**src/rtl/serial_add_pkg.sv**
```systemverilog
// Shared types and constants for the bit-serial adder controller.
package serial_add_pkg;

  localparam int unsigned DEFAULT_WIDTH = 8;

  typedef enum logic [1:0] {
    ST_IDLE = 2'd0,
    ST_RUN  = 2'd1,
    ST_DONE = 2'd2
  } state_e;

endpackage

```
**src/rtl/serial_add_ctrl_if.sv**
```systemverilog
// Operand/result handshake bundle for serial_add_ctrl.
// Optional SERIAL_ADD_SUB_EN adds the 'sub' request bit.
interface serial_add_ctrl_if
  import serial_add_pkg::*;
#(
  parameter int unsigned WIDTH = DEFAULT_WIDTH
);
  logic             in_valid;
  logic             in_ready;
  logic [WIDTH-1:0] a;
  logic [WIDTH-1:0] b;
  logic             cin;
`ifdef SERIAL_ADD_SUB_EN
  logic             sub;
`endif
  logic             out_valid;
  logic             out_ready;
  logic [WIDTH-1:0] sum;
  logic             cout;
  logic             busy;

  modport master (
    output in_valid, a, b, cin,
`ifdef SERIAL_ADD_SUB_EN
    output sub,
`endif
    output out_ready,
    input  in_ready, out_valid, sum, cout, busy
  );

  modport slave (
    input  in_valid, a, b, cin,
`ifdef SERIAL_ADD_SUB_EN
    input  sub,
`endif
    input  out_ready,
    output in_ready, out_valid, sum, cout, busy
  );
endinterface

```
**src/rtl/fulladder.sv**
```systemverilog
// Single-bit full adder cell shared by the serial adder controller.
module fulladder (
  input  logic a,
  input  logic b,
  input  logic cin,
  output logic sum,
  output logic cout
);
  assign sum  = a ^ b ^ cin;
  assign cout = (a & b) | (cin & (a ^ b));
endmodule

```
**src/rtl/serial_add_ctrl.sv**
```systemverilog
// Bit-serial adder controller: one fulladder cell stepped over WIDTH cycles.
// Define SERIAL_ADD_SUB_EN to add subtraction (a - b) via the 'sub' request bit.
module serial_add_ctrl
  import serial_add_pkg::*;
#(
  parameter int unsigned WIDTH = DEFAULT_WIDTH
) (
  input logic              clk,
  input logic              rst,
  serial_add_ctrl_if.slave bus
);
  localparam int unsigned CNT_W = $clog2(WIDTH);

  state_e           state_q, state_d;
  logic [WIDTH-1:0] a_sh_q, b_sh_q, sum_sh_q;
  logic             carry_q;
  logic [CNT_W-1:0] cnt_q;
  logic             fa_sum, fa_cout;
  logic             accept, last;
  logic [WIDTH-1:0] b_load;
  logic             c_load;

  assign accept = bus.in_valid && (state_q == ST_IDLE);
  assign last   = (cnt_q == CNT_W'(WIDTH - 1));

`ifdef SERIAL_ADD_SUB_EN
  // Subtract as a + ~b + 1; the caller's cin is ignored.
  assign b_load = bus.sub ? ~bus.b : bus.b;
  assign c_load = bus.sub ? 1'b1 : bus.cin;
`else
  assign b_load = bus.b;
  assign c_load = bus.cin;
`endif

  fulladder u_fa (
    .a    (a_sh_q[0]),
    .b    (b_sh_q[0]),
    .cin  (carry_q),
    .sum  (fa_sum),
    .cout (fa_cout)
  );

  always_ff @(posedge clk or posedge rst) begin
    if (rst) begin
      state_q <= ST_IDLE;
    end else begin
      state_q <= state_d;
    end
  end

  always_comb begin
    state_d = state_q;
    case (state_q)
      ST_IDLE: if (accept) state_d = ST_RUN;
      ST_RUN:  if (last) state_d = ST_DONE;
      ST_DONE: if (bus.out_ready) state_d = ST_IDLE;
      default: state_d = ST_IDLE;
    endcase
  end

  always_comb begin
    bus.in_ready  = 1'b0;
    bus.out_valid = 1'b0;
    bus.busy      = 1'b0;
    bus.sum       = '0;
    bus.cout      = 1'b0;
    case (state_q)
      ST_IDLE: bus.in_ready = 1'b1;
      ST_RUN:  bus.busy = 1'b1;
      ST_DONE: begin
        bus.busy      = 1'b1;
        bus.out_valid = 1'b1;
        bus.sum       = sum_sh_q;
        bus.cout      = carry_q;
      end
      default: ;
    endcase
  end

  // Result bits enter at the MSB so that after WIDTH steps bit 0 is the LSB.
  always_ff @(posedge clk or posedge rst) begin
    if (rst) begin
      a_sh_q   <= '0;
      b_sh_q   <= '0;
      sum_sh_q <= '0;
      carry_q  <= 1'b0;
      cnt_q    <= '0;
    end else if (accept) begin
      a_sh_q  <= bus.a;
      b_sh_q  <= b_load;
      carry_q <= c_load;
      cnt_q   <= '0;
    end else if (state_q == ST_RUN) begin
      sum_sh_q <= {fa_sum, sum_sh_q[WIDTH-1:1]};
      carry_q  <= fa_cout;
      a_sh_q   <= {1'b0, a_sh_q[WIDTH-1:1]};
      b_sh_q   <= {1'b0, b_sh_q[WIDTH-1:1]};
      cnt_q    <= cnt_q + CNT_W'(1);
    end
  end

endmodule
```
**src/flat_wrapper.sv**
```systemverilog
// flat-port wrapper written by rule: the top's interface ports become plain ports
module serial_add_ctrl_flat import serial_add_pkg::*;
#(
  parameter int unsigned WIDTH = DEFAULT_WIDTH
)
  (clk, rst, bus_in_valid, bus_a, bus_b, bus_cin, bus_out_ready, bus_in_ready, bus_out_valid, bus_sum, bus_cout, bus_busy);
  serial_add_ctrl_if #(.WIDTH(WIDTH)) bus_i ();
  input logic clk;
  input logic rst;
  input wire logic [$bits(bus_i.in_valid)-1:0] bus_in_valid;
  input wire logic [$bits(bus_i.a)-1:0] bus_a;
  input wire logic [$bits(bus_i.b)-1:0] bus_b;
  input wire logic [$bits(bus_i.cin)-1:0] bus_cin;
  input wire logic [$bits(bus_i.out_ready)-1:0] bus_out_ready;
  output wire logic [$bits(bus_i.in_ready)-1:0] bus_in_ready;
  output wire logic [$bits(bus_i.out_valid)-1:0] bus_out_valid;
  output wire logic [$bits(bus_i.sum)-1:0] bus_sum;
  output wire logic [$bits(bus_i.cout)-1:0] bus_cout;
  output wire logic [$bits(bus_i.busy)-1:0] bus_busy;
  assign bus_i.in_valid = bus_in_valid;
  assign bus_i.a = bus_a;
  assign bus_i.b = bus_b;
  assign bus_i.cin = bus_cin;
  assign bus_i.out_ready = bus_out_ready;
  assign bus_in_ready = bus_i.in_ready;
  assign bus_out_valid = bus_i.out_valid;
  assign bus_sum = bus_i.sum;
  assign bus_cout = bus_i.cout;
  assign bus_busy = bus_i.busy;
  serial_add_ctrl #(.WIDTH(WIDTH)) u_core (.clk(clk), .rst(rst), .bus(bus_i));
endmodule
```
**config.mk**
```make
export PLATFORM = sky130hd
export DESIGN_NAME = serial_add_ctrl_flat
export DESIGN_NICKNAME = d
export VERILOG_FILES = /design/src/rtl/serial_add_pkg.sv /design/src/rtl/serial_add_ctrl_if.sv /design/src/rtl/fulladder.sv /design/src/rtl/serial_add_ctrl.sv /design/src/flat_wrapper.sv
export SDC_FILE = /design/constraint.sdc
export NUM_CORES = 1
export LEC_CHECK = 0
export BUFFER_PORTS_ARGS = -buffer_cell sky130_fd_sc_hd__buf_4
export CORE_ASPECT_RATIO = 1.1
export CORE_MARGIN = 5
export CORE_UTILIZATION = 23
export DETAILED_ROUTE_END_ITERATION = 8
export SYNTH_ARGS = -nofsm -noshare
export SYNTH_HDL_FRONTEND = slang
export SYNTH_SLANG_ARGS = --single-unit
```
**constraint.sdc**
```tcl
create_clock -name clk -period 1.4 [get_ports clk]
set_input_delay 0.14 -clock clk [delete_from_list [all_inputs] [get_ports clk]]
set_output_delay 0.14 -clock clk [all_outputs]
set_load 0.05 [all_outputs]
```
==> impl_results.md, run 1 <==
- Hold Crit Class: input port to flop
- Failing checks: negative setup slack
- CP Data Arrival Time: approximately 1.4 ns
- EDFF count, synth: 0
- Net Count, Synth: approximately 160
- Dpl ws: between 0.015 and 0.02 ns
- Number of global-route vias before repair: 1082
- Die height: approximately 95 um
- Worst hold start: bus_a[5]
- Max Fclk: 0.666 GHz
- Final setup fails: 21
- Worst Hold End: u_core.a_sh_q[5]
- Count leader, synth: dfrtp_1
- Post-Place Cell Area: approximately 2000 sq um
- Starting DRT DRC Count: 26
- Via count: roughly 1100
- GP Congestion: 0.668
- Io pins: 33
- Max Cap Viol: 0
- YS warnings: 0
- Clk_lat worst skew: ~0.28 ns
- Dpl cells: 244
- Synth top area share: 0.494
- Final wirelength: between 3 and 4 mm
- RR Startpoint: u_core.state_q[1]
- Final Hold Fails: 0
- Hold-critical path depth: 3
- Max-Slew Margin vs Limit: 0.749
- Worst Skew: around 0.0057 ns
- Port Buf Inserts: 32
- RSZ-0062 raised after global routing: yes
- Total power: approximately 4800 uW
- Antenna cells: 0
- Part of the power in combinational logic: 0.539
- Post-Syn Area: roughly 1500 sq um
- Worst R2R Setup Slack: -0.05 ns
- Top post-synthesis cells by area: dfrtp_1 49%, mux2i_1 11%, ha_1 4.9%
- Asr flop ratio synth: 1.00
- Global route overflow: 0
- Static Leak: approximately 0.0010 uW
- Post-synth top cells: 30 x dfrtp_1, 19 x nand2_1, 17 x mux2i_1
- Initial core utilization: 0.233
- Post-Syn Area per Cell: ~12 sq um
- Power Density: 2120 nW/um^2
- FF-to-FF path depth: 6
- Synth Instances: roughly 130
- CTS tree: built
- Final Net Count: approximately 200
- Core Util, Final: 0.350
- Status: finished, violations left
- Clock Power Share: 0.131
- Critical Path RT: around 1.3 ns
- Tcrit/Tclk final: 1.07
- Drt wl/cell: 11.7 um
- Post-synthesis sequential area ratio: 0.494
- Setup crit start kind: flop
- Maximum vdd drop: about 0.64 mV
- Least-Margin Pin Slew: ~0.38 ns
- First-pass GRT wire length: around 4.9 mm
- R2R Path End: u_core.state_q[0]
- CP Class: flop to primary output
- DP Wirelength: between 2 and 2.5 mm
- Synth area leader: dfrtp_1
- Worst-path clk slew: about 0.06 ns
- GRT Util Overall: 0.0779
- Largest net degree at the start of global routing: 31
- Residual DRC count: 0
- Seq cells post-synth: 30
- Fin worst setup slack: -0.102 ns
- Seq pwr share: 0.331
- Slew Limit Fails: 0
- Drt first pass iters: 2
- Post-route minimum period: about 1.5 ns
- Layout cells sized above 1: 0.514
- Row count: 31
- Post-Layout Cell Count: roughly 260
- Htree depth: 2
- Vias per cell: a little over 4
- Clock Tree Buf Depth: 2
- Internal power: 3130 uW
- CTS root buf: clkbuf_8
- Psw: about 1700 uW
- Area of the core: ~6500 sq um
- Final Cell Area: 2280 sq um
- Clock sinks: 30
- Routed Antenna Nets: 0
- CTS buffer count: 5
- Die area: about 8300 sq um
- Initial antenna violation count: 0
- Die X: between 80 and 90 um
- Crit end category: primary output
- Main synth FF type: dfrtp_1
- Layout area overhead: 50.0%
- Number of fill cells: 666
- Sw Share: 0.353
- Netlist cell types: 23
- Critical path fanouts, max: 10
## flip-flops by register name (all words and copies together) (netlist names)
| name | flops |
|---|---|
| u_core.carry_q | 1 |
| u_core.a_sh_q | 8 |
| u_core.sum_sh_q | 8 |
| u_core.cnt_q | 3 |
| u_core.b_sh_q | 8 |
| u_core.state_q | 2 |
## logic make-up (layout without fill, tap and decap cells)
kind of cell	Yosys count	count (layout)	share of synthesized area
and+or+nand+nor	34	34	0.107
DFF	30	30	0.494
muxes	26	26	0.186
AOI/OAI and AO/OA	20	20	0.0823
buffers and inverters	11	59	0.0626
adders and majority gates	7	7	0.0626
xor gates and xnor gates	1	1	0.00576
## timing repair
| item | in CTS | in global routing |
|---|---|---|
| gates resized for setup | 25 | 15 |
| buffers inserted | 5 | 0 |
| cloned | 0 | 2 |
| endpoints found under the hold margin | 30 | 0 |
| pin swaps | 2 | 1 |
| setup endpoints to repair | 11 | 31 |
| hold buffers | 1 | 0 |
## placed cells by master, fill, tap and decap left out, types with 6 or more instances in the layout
| master | synthesis | final |
|---|---|---|
| mux2i_1 | 17 | 10 |
| and2_4 | 1 | 10 |
| buf_6 | 2 | 9 |
| buf_4 | 3 | 28 |
| nand2_1 | 19 | 19 |
| o21ai_1 | 11 | 11 |
| dfrtp_1 | 30 | 30 |
| mux2_2 | 6 | 6 |
## through the flow
stage | hold slack [ns] | setup TNS (ns)
after floorplan | 0.231 | 0
after global placement | 0.245 | 0
after detailed placement | 0.251 | 0
after CTS | 0.0556 | -0.979
after global routing | 0.0650 | -2.62
final | 0.0646 | -1.00
## critical path, stage by stage (launching register included)
cell	delay [ns]
dfrtp_1	0.38
buf_6	0.13
ha_4	0.16
buf_12	0.13
and2_4	0.15
buf_6	0.14
## metal layers
metal  part of all wire  up-vias  track usage
met5                  0        -            0
met4              0.032        0       0.0614
met3              0.044        8       0.0138
met2               0.52       25        0.124
met1               0.40      507       0.0920
li1                   -      535            -
## how the worst max path moves through the flow
stage / from / slack [ns] / cells past startpoint / end
floorplan: u_core.state_q[0] / 0.006 / 5 / u_core.state_q[0]
global placement: u_core.cnt_q[0] / 0.04 / 4 / u_core.state_q[0]
detailed placement: u_core.cnt_q[0] / 0.02 / 4 / u_core.state_q[0]
CTS: u_core.state_q[1] / -0.12 / 5 / bus_cout
global route: u_core.state_q[1] / -0.14 / 5 / bus_sum[7]
finish: u_core.state_q[1] / -0.10 / 5 / bus_cout
## power groups by stage
stage	Sequential, uW	Combinational, uW	Clock [uW]
3_5_place_dp	1550	2070	0
6_report	1600	2610	633
4_1_cts	1530	2220	663
5_1_grt	1670	2820	702
2_1_floorplan	1480	1730	0
3_3_place_gp	1540	2020	0
## layout make-up
| cell class | count | area [sq um] | share of cell area |
|---|---|---|---|
| clock buffer | 7 | 76.3 | 0.0335 |
| inverter | 4 | 25.0 | 0.0110 |
| multi-input combinational | 88 | 808 | 0.355 |
| sequential | 30 | 751 | 0.329 |
| tap | 82 | 103 | 0.0450 |
| timing repair buffer | 48 | 517 | 0.227 |
Power figures use the tool's default switching activity.
==> run 2: changes to the inputs <==
==> constraint.sdc (replaced) <==
create_clock -name clk -period 1.8 [get_ports clk]
set_input_delay 0.18 -clock clk [delete_from_list [all_inputs] [get_ports clk]]
set_output_delay 0.18 -clock clk [all_outputs]
set_load 0.05 [all_outputs]
==> run 2 against run 1 <==
  * Cell count shrank 4.2%
  * Sequential cell count is the same
  * Critical endpoint is now bus_sum[7]
  * Worst hold slack gained 0.037 ns
  * Final area shrank 15%
  * The run now ends clean
  * Setup slack gained 0.28 ns
  * Die area is the same
==> impl_results.md, run 2 (synthesis gave the netlist of run 1 again) <==
- GRT Util Overall: 0.0750 (-0.00292)
- Htree depth: 2 (unchanged)
- Final Cell Area: 1930 sq um (-15%)
- Clock Tree Buf Depth: 2 (unchanged)
- CTS root buf: clkbuf_8
- Worst R2R Setup Slack: 0.24 ns (+0.29 ns)
- Crit-path cells: inv_1 > ha_2 > and2_1 > buf_4
- RR Startpoint: u_core.state_q[1]
- Starting DRT DRC Count: 33 (+27%)
- Number of global-route vias before repair: 1037 (-4.2%)
- Routed Antenna Nets: 0 (unchanged)
- Setup crit start kind: flop
- Layout area overhead: 26.9%
- Port Buf Inserts: 32 (unchanged)
- Worst-path clk slew: 0.06 ns (about the same)
- Row count: 31 (unchanged)
- Least-Margin Pin Slew: 0.374 ns (-0.00258 ns)
- Power Density: 1630 nW/um^2 (-23%)
- Final Net Count: 193 (-5.9%)
- Layout cells sized above 1: 0.367 (-0.147)
- Final Hold Fails: 0 (unchanged)
- Drt first pass iters: 4 (+2)
- Max Cap Viol: 0 (unchanged)
- Die height: 95.3 um (unchanged)
- Final setup fails: 0 (-100%)
- Initial core utilization: 0.233 (unchanged)
- Critical Path RT: 1.62 ns (+0.36 ns)
- CTS tree: built
- Area of the core: 6520 sq um (unchanged)
- CP Class: flop to primary output
- DR WL met2: 1.32 mm (-17%)
- FF-to-FF path depth: 4 (-2)
- DP Wirelength: 2.06 mm (-4.6%)
- Io pins: 33 (unchanged)
- Residual DRC count: 0 (unchanged)
- CP Buf/Inv Count: 2 (-1)
- Total power: 3150 uW (-35%)
- M1 WL: 1.28 mm (+4.3%)
- Postcts setup bufs: 0 (-5)
- GP Congestion: 0.668 (about the same)
- Tcrit/Tclk final: 0.901
- Critical path's slowest cell: dfrtp_1
- Clock sinks: 30 (unchanged)
- Global route overflow: 0 (unchanged)
- Post-route minimum period: approximately 1.6 ns
- Clk_lat worst skew: 0.28 ns (about the same)
- Slew Limit Fails: 0 (unchanged)
- Die area: 8340 sq um (unchanged)
- WP depth: 4 (-1)
- Drt wl/cell: 11.4 um (-2.8%)
- Via count: 1014 (-5.7%)
- Commonest non-fill, non-tap cells in the layout: 34 x buf_4, 30 x dfrtp_1, 19 x nand2_1
- Die X: 87.5 um (unchanged)
- Met3 wire len: 203 um (+53%)
- Max-Slew Margin vs Limit: 0.751 (+0.00172)
- Largest net degree at the start of global routing: 38 (+23%)
- Family with the most delay on the worst path: flip-flops
- R2R Path End: u_core.sum_sh_q[6]
- Status: finished, final reports clean
- Initial antenna violation count: 0 (unchanged)
- Antenna cells: 0 (unchanged)
- Worst Skew: 0.00451 ns (-0.00122 ns)
- Post-Place Cell Area: 1830 sq um (-6.4%)
- Final wirelength: 2.83 mm (-7.0%)
- Commonest non-fill, non-tap cell in the layout: buf_4
- Worst Setup SP: u_core.state_q[0]
- Vias per cell: 4.09 (-1.5%)
- Setup TNS: 0 ns (+1.00 ns)
- Maximum vdd drop: 0.649 mV (+0.68%)
- Worst Setup EP: bus_sum[7]
- Top flop regs: u_core.a_sh_q: 8 flops, u_core.b_sh_q: 8 flops, u_core.sum_sh_q: 8 flops
- RSZ-0062 raised after global routing: no
- CP Data Arrival Time: 1.44 ns (+0.08 ns)
- Max layer used: met4
- Max Fclk: 0.616 GHz
- Critical path fanouts, max: 11 (+1)
- CTS buffer count: 5 (unchanged)
- First-pass GRT wire length: 4.78 mm (-1.8%)
- Largest stage delay, worst path: 0.41 ns (+0.03 ns)
- Crit end category: primary output
- Hold Crit Class: input port to flop
- Static Leak: 0.000923 uW (-10%)
[run 2: tightest hold or removal path, stage by stage]
cell	delay, ns
buf_4	0.08
nand2_1	0.05
o21ai_2	0.04
[run 2: worst min path at each step]
stage / startpoint / endpoint / cells after the start
after floorplan: rst / u_core.a_sh_q[0] / 1
after CTS: bus_a[5] / u_core.a_sh_q[5] / 3
final: bus_a[5] / u_core.a_sh_q[5] / 3
after detailed placement: rst / u_core.sum_sh_q[3] / 3
after global routing: bus_a[5] / u_core.a_sh_q[5] / 3
after global placement: rst / u_core.sum_sh_q[4] / 3
[run 2: what timing repair did]
action,CTS,global route
endpoints found under the hold margin,30,0
hold buffers,1,0
resized for setup,0,1
endpoints found under the setup margin,0,9
[run 2: cell type report]
class	instances	area (sq um)
inverter	4	20.0
fill	689	4590
tap	82	103
clock inverter	1	5.00
sequential	30	751
clock buffer	7	86.3
multi-input combinational	88	679
timing repair buffer	36	285
[run 2: metal layers]
layer	vias to the layer above	track usage
met5	-	0
met4	0	0.0345
met3	4	0.0303
met2	28	0.116
met1	474	0.0913
li1	508	-
[run 2: power breakdown]
group	switching, uW	internal, uW
Clock	238	308
Sequential	195	997
Combinational	705	707
[run 2: through the flow]
| step | instances | utilization | worst slack, ns | hold WS, ns |
|---|---|---|---|---|
| global placement | 239 | 0.280 | 0.276 | 0.284 |
| CTS | 248 | 0.296 | 0.0336 | 0.0873 |
| finish | 248 | 0.296 | 0.178 | 0.101 |
| floorplan | 129 | - | 0.0425 | 0.271 |
| detailed placement | 239 | 0.280 | 0.226 | 0.288 |
| global route | 248 | 0.296 | 0.0809 | 0.0921 |
==> run 3: changes to the inputs <==
==> constraint.sdc (replaced) <==
create_clock -name clk -period 1.8 [get_ports clk]
set_input_delay 0.36 -clock clk [delete_from_list [all_inputs] [get_ports clk]]
set_output_delay 0.36 -clock clk [all_outputs]
set_load 0.05 [all_outputs]
==> run 3 against run 2 <==
  * Final area decreased by 0.13%
  * Clock power hardly changed
  * Combinational power about the same
  * Core utilization is essentially flat
  * Register-to-register slack hardly changed
  * Cell count shrank 0.40%
  * Clock-buffer cell count did not move
  * Sequential share of layout area rose by 0.050 points
==> impl_results.md, run 3 (synthesis gave the netlist of run 1 again) <==
- Layout area overhead: 26.7%
- Top flop regs: u_core.a_sh_q: 8 flops, u_core.b_sh_q: 8 flops, u_core.sum_sh_q: 8 flops
- Htree depth: 2 (unchanged)
- Final Hold Fails: 0 (unchanged)
- Worst Setup SP: u_core.state_q[0]
- Via count: 968 (-4.5%)
- FF-to-FF path depth: 4 (unchanged)
- Layout cells sized above 1: 0.364 (-0.00383)
- Critical path fanouts, max: 11 (unchanged)
- Die height: 95.3 um (unchanged)
- Area of the core: 6520 sq um (unchanged)
- Final Net Count: 192 (-0.52%)
- Worst-path clk slew: 0.06 ns (about the same)
- Cts-stage hold buffer count: 0 (-1)
- Commonest non-fill, non-tap cells in the layout: 34 x buf_4, 30 x dfrtp_1, 19 x nand2_1
- Final wirelength: 2.74 mm (-2.9%)
- Initial antenna violation count: 0 (unchanged)
- Worst R2R Setup Slack: 0.25 ns (about the same)
- Crit end category: primary output
- Max-Slew Margin vs Limit: 0.752 (+0.00170)
- Drt first pass iters: 4 (unchanged)
- Post-route minimum period: 1.71 ns (+0.0860 ns)
- Starting DRT DRC Count: 31 (-6.1%)
- RR Startpoint: u_core.state_q[1]
- Commonest non-fill, non-tap cell in the layout: buf_4
- Status: finished, final reports clean
- Die X: 87.5 um (unchanged)
- Setup crit start kind: flop
- Setup TNS: 0 ns (unchanged)
- Tcrit/Tclk final: 0.949 (+0.0478)
- Postcts setup bufs: 0 (unchanged)
- Clk_lat worst skew: 0.28 ns (about the same)
- Drt wl/cell: 11.1 um (-2.5%)
- Clock sinks: 30 (unchanged)
- CP Class: flop to primary output
- GP Congestion: 0.662 (-0.82%)
- Largest net degree at the start of global routing: 38 (unchanged)
- Dpl cells: 239 (unchanged)
- Max Fclk: 0.585 GHz (-5.0%)
- GRT Util Overall: 0.0724 (-0.00267)
- Slew Limit Fails: 0 (unchanged)
- Worst Skew: 0.00463 ns (+0.000118 ns)
- Io pins: 33 (unchanged)
- Final setup fails: 0 (unchanged)
- Critical Path RT: 1.44 ns (-0.18 ns)
- CTS buffer count: 5 (unchanged)
- CTS root buf: clkbuf_8
- R2R Path End: u_core.sum_sh_q[7]
- Least-Margin Pin Slew: 0.371 ns (-0.00255 ns)
- Max Cap Viol: 0 (unchanged)
- RSZ-0062 raised after global routing: no
- Number of global-route vias before repair: 976 (-5.9%)
- Maximum vdd drop: 0.655 mV (+0.93%)
- Clock Tree Buf Depth: 2 (unchanged)
- Post-Place Cell Area: 1830 sq um (unchanged)
- Post-Layout Cell Count: 247 (-0.40%)
- CP Data Arrival Time: 1.35 ns (-0.09 ns)
- Crit-path cells: inv_1 > ha_4 > and2_1 > buf_4
- Vias per cell: 3.92 (-4.1%)
- Hold Crit Class: input port to async pin
- Largest stage delay, worst path: 0.39 ns (-0.02 ns)
- Final Cell Area: 1930 sq um (-0.13%)
- First-pass GRT wire length: 4.55 mm (-4.7%)
- Row count: 31 (unchanged)
- Antenna cells: 0 (unchanged)
- Residual DRC count: 0 (unchanged)
- Critical path's slowest cell: dfrtp_1
- Static Leak: 0.000921 uW (-0.22%)
- Core Util, Final: 0.296 (-0.000384)
- DP Wirelength: 1.94 mm (-5.9%)
- Initial core utilization: 0.233 (unchanged)
- Port Buf Inserts: 32 (unchanged)
- Power Density: 1620 nW/um^2 (-0.54%)
- Die area: 8340 sq um (unchanged)
- Global route overflow: 0 (unchanged)
- CTS tree: built
- Routed Antenna Nets: 0 (unchanged)
-- run 3: what timing repair did --
| action | in CTS | in global routing |
|---|---|---|
| pin swaps | 0 | 1 |
| setup endpoints to repair | 8 | 1 |
| gates resized for setup | 1 | 0 |
-- run 3: worst max-delay path by stage --
stage	endpoint	slack, ns	cells after the start
after floorplan	bus_sum[0]	0.07	3
after global routing	bus_sum[7]	0.002	4
after global placement	u_core.sum_sh_q[7]	0.31	4
after detailed placement	bus_sum[7]	0.28	4
final	bus_sum[7]	0.09	4
after CTS	bus_sum[7]	0.04	4
-- run 3: power by group --
part / switching [uW] / total (uW) / internal, uW
registers: 187 / 1180 / 997
logic: 699 / 1400 / 699
clock network: 240 / 547 / 308
-- run 3: metrics by stage --
step | total power, uW | hold WS [ns] | worst slack [ns]
after detailed placement | 2620 | 0.467 | 0.282
final | 3130 | 0.155 | 0.0917
after CTS | 3190 | 0.170 | 0.0428
after global routing | 3390 | 0.211 | 0.00188
after floorplan | 2400 | 0.451 | 0.0721
after global placement | 2580 | 0.466 | 0.306
-- run 3: cell type report --
class                   count  area (sq um)
clock buffers               7          86.3
clock inverters             1          5.00
fillers                   725          4590
inverters                   4          20.0
multi-input cells          88           687
flip-flops and latches     30           751
well taps                  82           103
repair buffers             35           275
-- run 3: routing by layer --
metal | up-vias | GRT usage | part of all wire
met2 | 26 | 0.115 | 0.46
met1 | 429 | 0.0877 | 0.46
li1 | 506 | - | -
met5 | - | 0 | 0
met3 | 7 | 0.0268 | 0.069
met4 | 0 | 0.0307 | 0.017
-- run 3: critical path, delay by kind of cell (launching register included) --
family        cells  cell delay (ns)
fa+ha+maj         1             0.20
flops             1             0.39
buf+inv           2             0.32
simple gates      1             0.14
